[config.mk]
export PLATFORM = sky130hd
export DESIGN_NAME = pin_entry_fsm
export DESIGN_NICKNAME = d
export VERILOG_FILES = /design/src/rtl/pin_entry_fsm_pkg.sv /design/src/rtl/pin_entry_fsm_timer.sv /design/src/rtl/pin_entry_fsm.sv
export SDC_FILE = /design/constraint.sdc
export NUM_CORES = 1
export LEC_CHECK = 0
export CAP_MARGIN = 20
export CORE_AREA = 8 8 77 79
export DETAILED_ROUTE_END_ITERATION = 10
export DIE_AREA = 0 0 85 87
export GPL_TIMING_DRIVEN = 0
export PLACE_DENSITY = 0.67
export SYNTH_ARGS = -nofsm -noshare
export SYNTH_HDL_FRONTEND = slang
export SYNTH_SLANG_ARGS = --single-unit
export TNS_END_PERCENT = 20
[constraint.sdc]
create_clock -name clk -period 3.9 [get_ports clk]
set_input_delay 0.78 -clock clk [delete_from_list [all_inputs] [get_ports clk]]
set_output_delay 0.78 -clock clk [all_outputs]
set_load 0.005 [all_outputs]
[src/rtl/pin_entry_fsm_pkg.sv]
// pin_pkg: shared state encoding, digit width and legal-digit helper for the PIN entry block
package pin_pkg;
  typedef enum logic [1:0] {IDLE, ENTRY, CHECK, LOCKOUT} state_t;
  localparam int DIGIT_W = 4;
  localparam logic [DIGIT_W-1:0] MAX_DIGIT = 4'd9;
  function automatic logic is_legal_digit(input logic [DIGIT_W-1:0] d);
    return d <= MAX_DIGIT;
  endfunction
endpackage

[src/rtl/pin_entry_fsm_timer.sv]
// pin_timer: load/clear/enable up-counter with a terminal-count compare against a runtime limit
module pin_timer #(
  parameter int W = 8
) (
  input  logic         clk,
  input  logic         reset,
  input  logic         clr,
  input  logic         load,
  input  logic         en,
  input  logic [W-1:0] load_val,
  input  logic [W-1:0] limit,
  output logic         tc
);
  logic [W-1:0] cnt;
  always_ff @(posedge clk or negedge reset)
    if (!reset) cnt <= '0;
    else if (clr) cnt <= '0;
    else if (load) cnt <= load_val;
    else if (en) cnt <= cnt + 1'b1;
  assign tc = cnt == limit;
endmodule

[src/rtl/pin_entry_fsm.sv]
// pin_entry_fsm: keypad PIN compare with unlock/fail pulses, failure counting, lockout and entry timeout
module pin_entry_fsm
  import pin_pkg::*;
#(
  parameter int PIN_LEN        = 4,
  parameter int MAX_TRIES      = 3,
  parameter int LOCK_CYCLES    = 1000,
  parameter int TIMEOUT_CYCLES = 500,
  localparam int CW = $clog2(PIN_LEN + 1)
) (
  input  logic                       clk,
  input  logic                       reset,
  input  logic                       key_valid,
  input  logic [DIGIT_W-1:0]         key_digit,
  input  logic                       key_clear,
  input  logic [DIGIT_W*PIN_LEN-1:0] pin_ref,
  output logic                       unlock_pulse,
  output logic                       fail_pulse,
  output logic                       locked,
  output logic [CW-1:0]              digit_count,
  output logic                       busy
);
  localparam int PW = DIGIT_W * PIN_LEN;
  localparam int FW = $clog2(MAX_TRIES + 1);
  localparam int TW = $clog2((LOCK_CYCLES > TIMEOUT_CYCLES ? LOCK_CYCLES : TIMEOUT_CYCLES) + 1);
  state_t         state, nxt;
  logic [PW-1:0]  ref_q;
  logic [FW-1:0]  fail_cnt;
  logic           mismatch, tc, legal, miss, last, lock_now;
  assign legal    = key_valid && is_legal_digit(key_digit);
  // ref_q is shifted left per accepted digit so the digit to compare is always in the MSBs
  assign miss     = key_digit != (state == IDLE ? pin_ref[PW-1 -: DIGIT_W] : ref_q[PW-1 -: DIGIT_W]);
  assign last     = digit_count == CW'(PIN_LEN - 1);
  assign lock_now = mismatch && (int'(fail_cnt) + 1 >= MAX_TRIES);
  always_comb
    nxt = state == IDLE  ? (legal ? ENTRY : IDLE) :
          state == ENTRY ? (key_clear ? IDLE : legal ? (last ? CHECK : ENTRY) : tc ? IDLE : ENTRY) :
          state == CHECK ? (lock_now ? LOCKOUT : IDLE) :
                           (tc ? IDLE : LOCKOUT);
  pin_timer #(.W(TW)) u_timer (
    .clk      (clk),
    .reset    (reset),
    .clr      (nxt != state),
    .load     (state == ENTRY && legal),
    .en       (state == ENTRY || state == LOCKOUT),
    .load_val ('0),
    .limit    (state == LOCKOUT ? TW'(LOCK_CYCLES - 1) : TW'(TIMEOUT_CYCLES - 1)),
    .tc       (tc)
  );
  always_ff @(posedge clk or negedge reset)
    if (!reset) begin
      state        <= IDLE;
      ref_q        <= '0;
      fail_cnt     <= '0;
      mismatch     <= 1'b0;
      unlock_pulse <= 1'b0;
      fail_pulse   <= 1'b0;
      locked       <= 1'b0;
      digit_count  <= '0;
      busy         <= 1'b0;
    end else begin
      state        <= nxt;
      busy         <= nxt == ENTRY || nxt == CHECK;
      unlock_pulse <= state == CHECK && !mismatch;
      fail_pulse   <= state == CHECK && mismatch;
      case (state)
        IDLE:
          if (legal) begin
            ref_q       <= pin_ref << DIGIT_W;
            mismatch    <= miss;
            digit_count <= CW'(1);
          end
        ENTRY:
          if (key_clear || (!legal && tc)) digit_count <= '0;
          else if (legal) begin
            digit_count <= digit_count + 1'b1;
            mismatch    <= mismatch | miss;
            ref_q       <= ref_q << DIGIT_W;
          end
        CHECK: begin
          digit_count <= '0;
          locked      <= lock_now;
          fail_cnt    <= !mismatch ? '0 : lock_now ? FW'(MAX_TRIES) : fail_cnt + 1'b1;
        end
        default:
          if (tc) begin
            locked   <= 1'b0;
            fail_cnt <= '0;
          end
      endcase
    end
endmodule

Word level (Yosys, flattened, before mapping)
Cells that the tools add are included.

cells by class
  $add $sub $neg = 4
  multiply operators = 0
  divide/modulo/power cells = 0
  order comparisons = 2
  eq/ne operators = 13
  shifts and indexed selects = 0
  multiplexer cells = 33
  bitwise logic cells = 2
  reduce and logical (&&, ||, !) cells = 20

operators with widths
  cell                                                  count
  2-to-1 mux 16 bit                                     3
  2-to-1 mux 10 bit                                     4
  case mux 16 bit (2 select lines)                      1
  2-to-1 mux 2 bit                                      11
  adder 10 x 1 -> 10 bit (second input constant)        1
  equality test 10 bit                                  1
  2-to-1 mux 3 bit                                      3
  case mux 3 bit (3 select lines)                       1
  equality test 2 bit (second input constant)           3
  logical AND 1 bit                                     6
  2-to-1 mux 1 bit                                      6
  inequality test 2 bit (second input constant)         3
  nonzero test 3 bit                                    2
  equality test 2 x 1 -> 1 bit (second input constant)  2
  <= comparator 4 bit (second input constant)           1
  2-to-1 mux 4 bit                                      1
  inequality test 4 bit                                 1
  case mux 1 bit (2 select lines)                       2
  case mux 2 bit (2 select lines)                       1
  AND reduction 4 bit                                   1
  nonzero test 2 bit                                    2
  adder 2 x 1 -> 3 bit (second input constant)          1
  adder 3 x 1 -> 3 bit (second input constant)          1
  equality test 3 x 2 -> 1 bit (second input constant)  1
  12 further kinds                                      15

word-level totals
  bits in registers = 38
  latch bits = 0
  RAM bits = 0
  memory bits (read-only) = 0
  input port bits = 24
  output and inout bits = 7
  logic and storage cells = 84
  memories kept = 0

Depth between registers and ports, before layout
Gate-level depths: netlist (run 1).

  depth after elaboration = 10
  mapped depth = 9
  depth with buffers taken out = 7

Hierarchy
From an unflattened synthesis (run 1), not the netlist that was laid out.

second synthesis, totals
  cell total of the unflattened synthesis = 216
  area, all modules = 2127.0 µm²

by module, submodules not included
  module         times used  cells an instance  area each (µm²)  sequential area each (µm²)
  pin_entry_fsm  1           142                1445.1           600.6
  pin_timer      1           74                 681.9            250.2

Worst setup path after synthesis (run 1)
OpenSTA, ideal clock, no wires.

  path type = reg2reg
  start point = register state[1]
  end point = register digit_count[0]
  setup time = 0.125 ns
  data arrival time = 2.473 ns
  required time = 3.775 ns
  slack = 1.302 ns
  cell stages (with the launch flop) = 7
  path buffers = 0
  clock period less this slack = 2.598 ns
  cell sequence = dfrtp_1 > ha_1 > or4b_4 > a2111oi_4 > o21ai_0 > a21oi_1 > mux2_2

on the way
  longest elaborated chain between the ends = 7
  elaborated cells between the ends (all ways) = 14
  classes of those cells = eq/ne (6); mux (3); reduce/logical (5)

ends and longest elaborated chain
  item                                                                                     RTL line                   text
  start: declaration                                                                       pin_entry_fsm.sv:26        state_t state, nxt;
  start signal: assignment                                                                 pin_entry_fsm.sv:62        state <= nxt;
  equality test 2 bit                                                                      pin_entry_fsm.sv:47        .limit (state == LOCKOUT ? TW'(LOCK_CYCLES - 1) : TW'(TIMEOUT_CYCLES - 1)),
  2-to-1 mux 10 bit                                                                        pin_entry_fsm.sv:47
  equality test 10 bit                                                                     pin_entry_fsm_timer.sv:20  assign tc = cnt == limit;
  logical AND 1 bit                                                                        pin_entry_fsm.sv:74        if (key_clear || (!legal && tc)) digit_count <= '0;
  logical OR 1 bit                                                                         pin_entry_fsm.sv:74
  inequality test 3 x 2 -> 1 bit (no source line) or 2-to-1 mux 3 bit (tied branches)      n/a
  AND reduction 3 bit (no source line) or case mux 3 bit (3 select lines) (tied branches)  n/a
  end signal: assignment                                                                   pin_entry_fsm.sv:76        digit_count <= digit_count + 1'b1;
  end: declaration                                                                         pin_entry_fsm.sv:20        output logic [CW-1:0] digit_count,

Parallel ways exist; a longest one is shown, timed or not.
A chain may end at the register's enable or synchronous reset.

Final worst setup path (run 1)
  start point = input port key_digit[1]
  end point = register ref_q[12]

on the way
  longest elaborated chain between the ends = 7
  elaborated cells between the ends (all ways) = 9
  classes of those cells = order compare (1); eq/ne (3); reduce/logical (5)

ends and longest elaborated chain
  item                                    RTL line                text
  start: declaration                      pin_entry_fsm.sv:14     input logic [DIGIT_W-1:0] key_digit,
  <= comparator 4 bit *                   pin_entry_fsm_pkg.sv:7  return d <= MAX_DIGIT;
  logical AND 1 bit *                     pin_entry_fsm.sv:30     assign legal = key_valid && is_legal_digit(key_digit);
  zero test 1 bit                         pin_entry_fsm.sv:74
  logical AND 1 bit                       pin_entry_fsm.sv:74
  logical OR 1 bit                        pin_entry_fsm.sv:74
  inequality test 2 bit (no source line)  n/a
  AND reduction 4 bit (no source line) *  n/a
  end signal: assignment                  pin_entry_fsm.sv:69     ref_q <= pin_ref << DIGIT_W;
  end signal: assignment                  pin_entry_fsm.sv:78     ref_q <= ref_q << DIGIT_W;
  end: declaration                        pin_entry_fsm.sv:27     logic [PW-1:0] ref_q;

Every way passes the cells marked *; elsewhere a longest branch is shown, timed or not.

==> results of run 1 <==
## power by group through the flow
stage | Clock (W) | Combinational, W | Sequential (W)
2_1_floorplan | 0 | 0.0000162 | 0.000367
3_3_place_gp | 0 | 0.0000566 | 0.000368
3_5_place_dp | 0 | 0.0000567 | 0.000368
4_1_cts | 0.000327 | 0.0000568 | 0.000361
5_1_grt | 0.000348 | 0.0000626 | 0.000362
6_report | 0.000319 | 0.0000557 | 0.000361
## worst reg2reg max path, cell delays in order, from the launching register on
cell and delay, ns:
dfrtp_1 0.48, ha_1 0.32, or4b_4 0.58, a2111oi_4 0.54
o21ai_0 0.17, a21oi_1 0.32, mux2_2 0.37
## final timing paths
path | start | cells after the start | endpoint | slack [ns]
max in group asynchronous | reset | 1 | mismatch | 2.86
hold reg to reg | ref_q[13] | 2 | ref_q[13] | 0.48
hold / removal | ref_q[13] | 2 | ref_q[13] | 0.48
setup reg to reg | state[1] | 6 | digit_count[0] | 1.01
setup / recovery | key_digit[1] | 8 | ref_q[12] | 0.99
min in group asynchronous | reset | 1 | u_timer.cnt[7] | 0.56
## per-stage QoR
| stage | worst slack (ns) | total power, W | instance area (um^2) |
|---|---|---|---|
| detailed placement | 0.676 | 0.000425 | 2410 |
| CTS | 0.990 | 0.000745 | 2510 |
| finish | 0.987 | 0.000736 | 2510 |
| global placement | 0.751 | 0.000424 | 2410 |
| floorplan | 1.30 | 0.000384 | 2040 |
| global route | 0.795 | 0.000773 | 2510 |
## synth_stat cells, drive strengths merged, types with 2 or more instances
master	n	area, um^2
o22ai	2	12.5
xnor2	7	98.8
xor2	9	78.8
o21ai	21	105
o2111ai	2	17.5
inv	11	41.3
a21oi	7	35.0
clkbuf	4	15.0
a2111oi	2	55.1
dfrtp	34	851
and3	6	37.5
nand4b	2	17.5
nor2	9	33.8
mux2i	13	130
nand2	30	113
ha	10	125
buf	2	8.75
nor3	12	60.1
mux2	2	22.5
## routing by layer
layer | wire length [um] | global-route usage (%) | up-vias
met5 | 0 | 0 | -
met4 | 57 | 4.37 | 0
met3 | 172 | 3.68 | 6
met2 | 2070 | 21.9 | 37
met1 | 2100 | 16.0 | 786
li1 | - | - | 803
## kinds of logic after synthesis
kind of cell | after synthesis
DFF | 34
AOI/OAI and AO/OA | 46
buffers and inverters | 17
muxes | 15
xor gates and xnor gates | 16
adders and majority gates | 10
and+or+nand+nor | 67
## registers in the layout, summed over array words and instances, names as in the netlist
name / cells
fail_cnt: 2
unlock_pulse: 1
state: 2
u_timer.cnt: 10
busy: 1
fail_pulse: 1
digit_count: 3
mismatch: 1
locked: 1
ref_q: 12
## layout by cell type (no fill, tap or decap), drive strengths merged, types with 3 or more instances in the layout
cell / n
nand2: 30
ha: 10
dfrtp: 34
nor3: 12
clkdlybuf4s50: 29
clkbuf: 11
and3: 6
mux2i: 13
a21oi: 7
xnor2: 7
nor2: 9
o21ai: 21
buf: 3
inv: 11
xor2: 9
## layout make-up
| type | count | share of cell area (%) |
|---|---|---|
| Clock inverter | 1 | 1.19 |
| Buffer | 6 | 0.946 |
| Timing Repair Buffer | 30 | 11.7 |
| Multi-Input combinational cell | 154 | 44.8 |
| Tap cell | 56 | 2.79 |
| Sequential cell | 34 | 33.8 |
| Inverter | 11 | 1.64 |
| Clock buffer | 7 | 3.04 |
==> run_results.csv, run 1 <==
group,metric,value,unit
clock_tree,clk_latency,0.29,ns
placement,place_inst,291,
grt,grt_use_total,13.2,%
clock_tree,cts_resized,0,
synth,synth_ff_type,"dfrtp_1",
timing,setup_viol,0,
critical_path,cp.arrival,3.06,ns
detailed_routing,dr.pass1.iters,4,
critical_path,slowest_delay,0.46,ns
synth,syn_area,2040,um^2
placement,port_buffers,30,
clock_tree,cts.sinks,34,
synth,synthMuxAreaShare,7.48,%
timing,fmax,343,MHz
power,ir_drop,0.000159,V
synth,synthCells,205,
clock_tree,htree_levels,2,
power,p_leak,1.13,nW
outcome,status,"finished clean",
synth,synth-xor-area-share,8.70,%
power,swShare,21.2,%
detailed_routing,drtAntennaViolNets,0,
critical_path,critical_path_peak_fanout,10,
synth,synth-seq-cells,34,
critical_path,crit_type,"primary input to flop",
grt,grt-ovfl-total,0,
synth,async_flop_share,100,%
power,combPwrFrac,7.6,%
detailed_routing,drtIter0Drc,103,
clock_tree,cts.clk_slew.worst_paths,0.07,ns
detailed_routing,vias_per_cell,5.46,
synth,synth_top_family_by_area,"compound AO/OA/AOI/OAI gates",
synth,netlist-cell-type-count,42,
layout,synthToLayoutAreaGrowth,23.1,%
synth,synth_edf_count,0,
timing,timing.final.max_slew_violations,0,
synth,ys_seq_area_share,41.7,%
critical_path,cp.required,4.05,ns
detailed_routing,routedWlPerCell,14.7,um
clock_tree,cts_tree,"built",
clock_tree,cts_hold_buffers,0,
timing,setup_tns,0,ns
critical_path,crit_slowest_cell,"clkdlybuf4s50_1",
placement,dp_hpwl,3.17,mm
synth,yosysWarningCount,0,
critical_path,crit_chain,"clkdlybuf4s50_1 -> o21ai_0 -> and2_1 -> clkbuf_1 -> o21ai_1 -> clkbuf_1 -> nand2_1 -> o21ai_0",
detailed_routing,vias,1632,
floorplan,fp.dieArea,7400,um^2
layout,antenna_cells,0,
timing,worst_slew_pin_slew,0.757,ns
layout,final_core_util,51.9,%
power,pwr-share-seq,49.0,%
timing,rsz0062_at_grt,"no",
synth,avgSynthCellArea,9.96,um^2
synth,synthAdderAreaFrac,6.13,%
power,switchingPower,0.000156,W
layout,seq_area,851,um^2
floorplan,die_y,87,um
worst_hold_path,hold_class,"flop to flop",
clock_tree,numCtsBuffers,5,
grt,grt_pass1_wl,7.78,mm
critical_path,crit_buf_inv,3,
grt,grt_pass1_vias,1665,
timing,clock_skew,0.00537,ns
timing,min_period,2.91,ns
layout,multi_input_area,1130,um^2
floorplan,die_w,85,um
layout,nets,276,
clock_tree,post-cts-setup-buffers,0,
grt,grt_antenna_before_repair,0,
floorplan,num_rows,26,
timing,timing.slew.headroom,49.5,%
flow_run,maxCapViolCount,0,
synth,synth-compound-area-share,17.1,%
timing,holdWs,0.484,ns
layout,fillers,445,
floorplan,top_level_ports,31,
clock_tree,clockBufferDepth,2,
power,internal_power,0.000580,W
clock_tree,cts_root_buf,"clkbuf_8",
floorplan,core,4850,um^2
critical_path,startpoint_type,"primary input",
critical_path,critical-path-top-delay-family,"buffers and inverters",
floorplan,start_util,42.1,%
synth,synth_nets,239,
grt,grt_max_degree,35,
timing,finalHoldViolations,0,
timing,fin_crit_sh,74.7,%
synth,synthSimpleGateAreaFrac,15.7,%
power,p_clk_share,43.4,%
detailed_routing,route.detailed.drc,0,
layout,final_cells,299,
power,power_density,293,nW/um^2
placement,gp_congestion,0.792,
layout,layout-drive-gt1-share,7.82,%
detailed_routing,drt_wl_total,4.40,mm
critical_path,cp-end-kind,"flop",
No activity file was read; power rests on OpenSTA's default activity.
==> run 2, diff against run 1 <==
clock period = 2.8 ns   (was 3.9 ns; I/O delays follow)
==> run_results.csv, run 2 (synthesis gave the netlist of run 1 again) <==
group,metric,value,unit
clock_tree,cts.clk_slew.worst_paths,0.07,ns
floorplan,num_rows,26,
placement,dp_hpwl,3.17,mm
grt,grt-ovfl-total,0,
layout,final_core_util,52.6,%
placement,gp_congestion,0.792,
critical_path,cp-end-kind,"flop",
timing,fin_crit_sh,95.4,%
critical_path,critical_path_peak_fanout,10,
critical_path,crit_slowest_cell,"or4b_4",
outcome,status,"finished clean",
layout,reg_top3,"ref_q x12, u_timer.cnt x10, digit_count x3",
grt,grt_max_degree,35,
layout,layout-drive-gt1-share,9.80,%
floorplan,top_level_ports,31,
critical_path,slowest_delay,0.56,ns
critical_path,startpoint_type,"flop",
timing,min_period,2.67,ns
power,power_density,405,nW/um^2
clock_tree,cts.sinks,34,
layout,fillers,438,
clock_tree,numCtsBuffers,5,
power,internal_power,0.000808,W
layout,final_cells,301,
layout,nets,278,
timing,clock_skew,0.00566,ns
layout,layout_common_cells,"dfrtp_1, nand2_1, clkdlybuf4s50_1",
floorplan,fp.dieArea,7400,um^2
timing,timing.slew.headroom,49.9,%
clock_tree,cts_tree,"built",
grt,grt_antenna_before_repair,0,
power,p_leak,1.14,nW
timing,timing.final.max_slew_violations,0,
power,switchingPower,0.000223,W
power,ir_drop,0.000222,V
layout,largest_reg_flops,12,
critical_path,crit_buf_inv,2,
layout,antenna_cells,0,
timing,setup_tns,0,ns
clock_tree,cts_hold_buffers,0,
placement,place_inst,291,
floorplan,die_w,85,um
timing,fmax,374,MHz
detailed_routing,drtIter0Drc,114,
grt,grt_pass1_vias,1673,
timing,setup_viol,0,
grt,grt_use_total,13.2,%
flow_run,maxCapViolCount,0,
critical_path,critical-path-top-delay-family,"compound AO/OA/AOI/OAI gates",
grt,grt_pass1_wl,7.82,mm
timing,finalHoldViolations,0,
critical_path,crit_type,"flop to flop",
clock_tree,clk_latency,0.29,ns
detailed_routing,drtAntennaViolNets,0,
critical_path,cp.arrival,2.86,ns
power,pwr-share-seq,48.8,%
placement,port_buffers,30,
clock_tree,htree_levels,2,
layout,top_register,"ref_q",
detailed_routing,route.detailed.drc,0,
detailed_routing,routedWlPerCell,15.1,um
power,swShare,21.6,%
detailed_routing,vias_per_cell,5.44,
detailed_routing,vias,1638,
power,p_clk_share,43.7,%
critical_path,cp.required,2.99,ns
floorplan,die_y,87,um
detailed_routing,dr.pass1.iters,4,
power,combPwrFrac,7.6,%
layout,synthToLayoutAreaGrowth,24.8,%
timing,worst_slew_pin_slew,0.751,ns
clock_tree,clockBufferDepth,2,
detailed_routing,drt_wl_total,4.53,mm
floorplan,core,4850,um^2
worst_hold_path,hold_class,"primary input to async pin",
clock_tree,cts_root_buf,"clkbuf_8",
critical_path,crit_chain,"ha_2 -> or4b_4 -> a2111oi_4 -> buf_4 -> buf_4 -> o32a_4 -> xnor2_4 -> a2111oi_4",
layout,final_common_cell,"dfrtp_1",
floorplan,start_util,42.1,%
## run 2: cell type report
cell class / instances / area (um^2) / area share (%)
multi-input cells: 154 / 1140 / 44.9
clock inverters: 1 / 30.0 / 1.18
clock buffers: 7 / 76.3 / 3.00
repair buffers: 32 / 310 / 12.2
plain buffers: 6 / 25.0 / 0.982
flip-flops and latches: 34 / 851 / 33.4
well taps: 56 / 70.1 / 2.75
inverters: 11 / 41.3 / 1.62
## run 2: repair_timing
action | in CTS | in global routing
pin swaps | 1 | 1
setup buffers | 1 | 1
setup endpoints to repair | 3 | 18
resized for setup | 0 | 5
## run 2: power by group through the flow
stage	Sequential, W	Clock [W]	Combinational [W]
finish	0.000503	0.000450	0.0000780
global route	0.000504	0.000482	0.0000876
CTS	0.000503	0.000455	0.0000791
detailed placement	0.000513	0	0.0000789
global placement	0.000512	0	0.0000789
floorplan	0.000512	0	0.0000226
## run 2: worst paths after layout
path / startpoint / endpoint / depth (start not counted) / slack (ns)
worst max-delay path: state[1] / u_timer.cnt[1] / 8 / 0.13
worst min register to register: ref_q[15] / ref_q[15] / 2 / 0.48
max in group asynchronous: reset / ref_q[7] / 1 / 1.99
worst min-delay path: reset / u_timer.cnt[7] / 1 / 0.34
worst max register to register: state[1] / u_timer.cnt[1] / 8 / 0.13
min in group clk: ref_q[15] / ref_q[15] / 2 / 0.48
## run 2: stage by stage
| step | power (W) | setup slack, ns | hold slack (ns) | instance area (um^2) |
|---|---|---|---|---|
| 3_5_place_dp | 0.000592 | -0.204 | 0.470 | 2410 |
| 3_3_place_gp | 0.000591 | -0.129 | 0.462 | 2410 |
| 4_1_cts | 0.00104 | 0.0227 | 0.371 | 2520 |
| 2_1_floorplan | 0.000534 | 0.202 | 0.264 | 2040 |
| 5_1_grt | 0.00107 | -0.0139 | 0.414 | 2550 |
| 6_report | 0.00103 | 0.129 | 0.337 | 2550 |
## run 2: routing by layer
| layer | part of all wire, % | GRT usage [%] | up-vias |
|---|---|---|---|
| li1 | - | - | 805 |
| met1 | 47 | 15.7 | 796 |
| met2 | 48 | 22.4 | 33 |
| met3 | 3.6 | 3.68 | 4 |
| met4 | 1.1 | 4.37 | 0 |
| met5 | 0 | 0 | - |
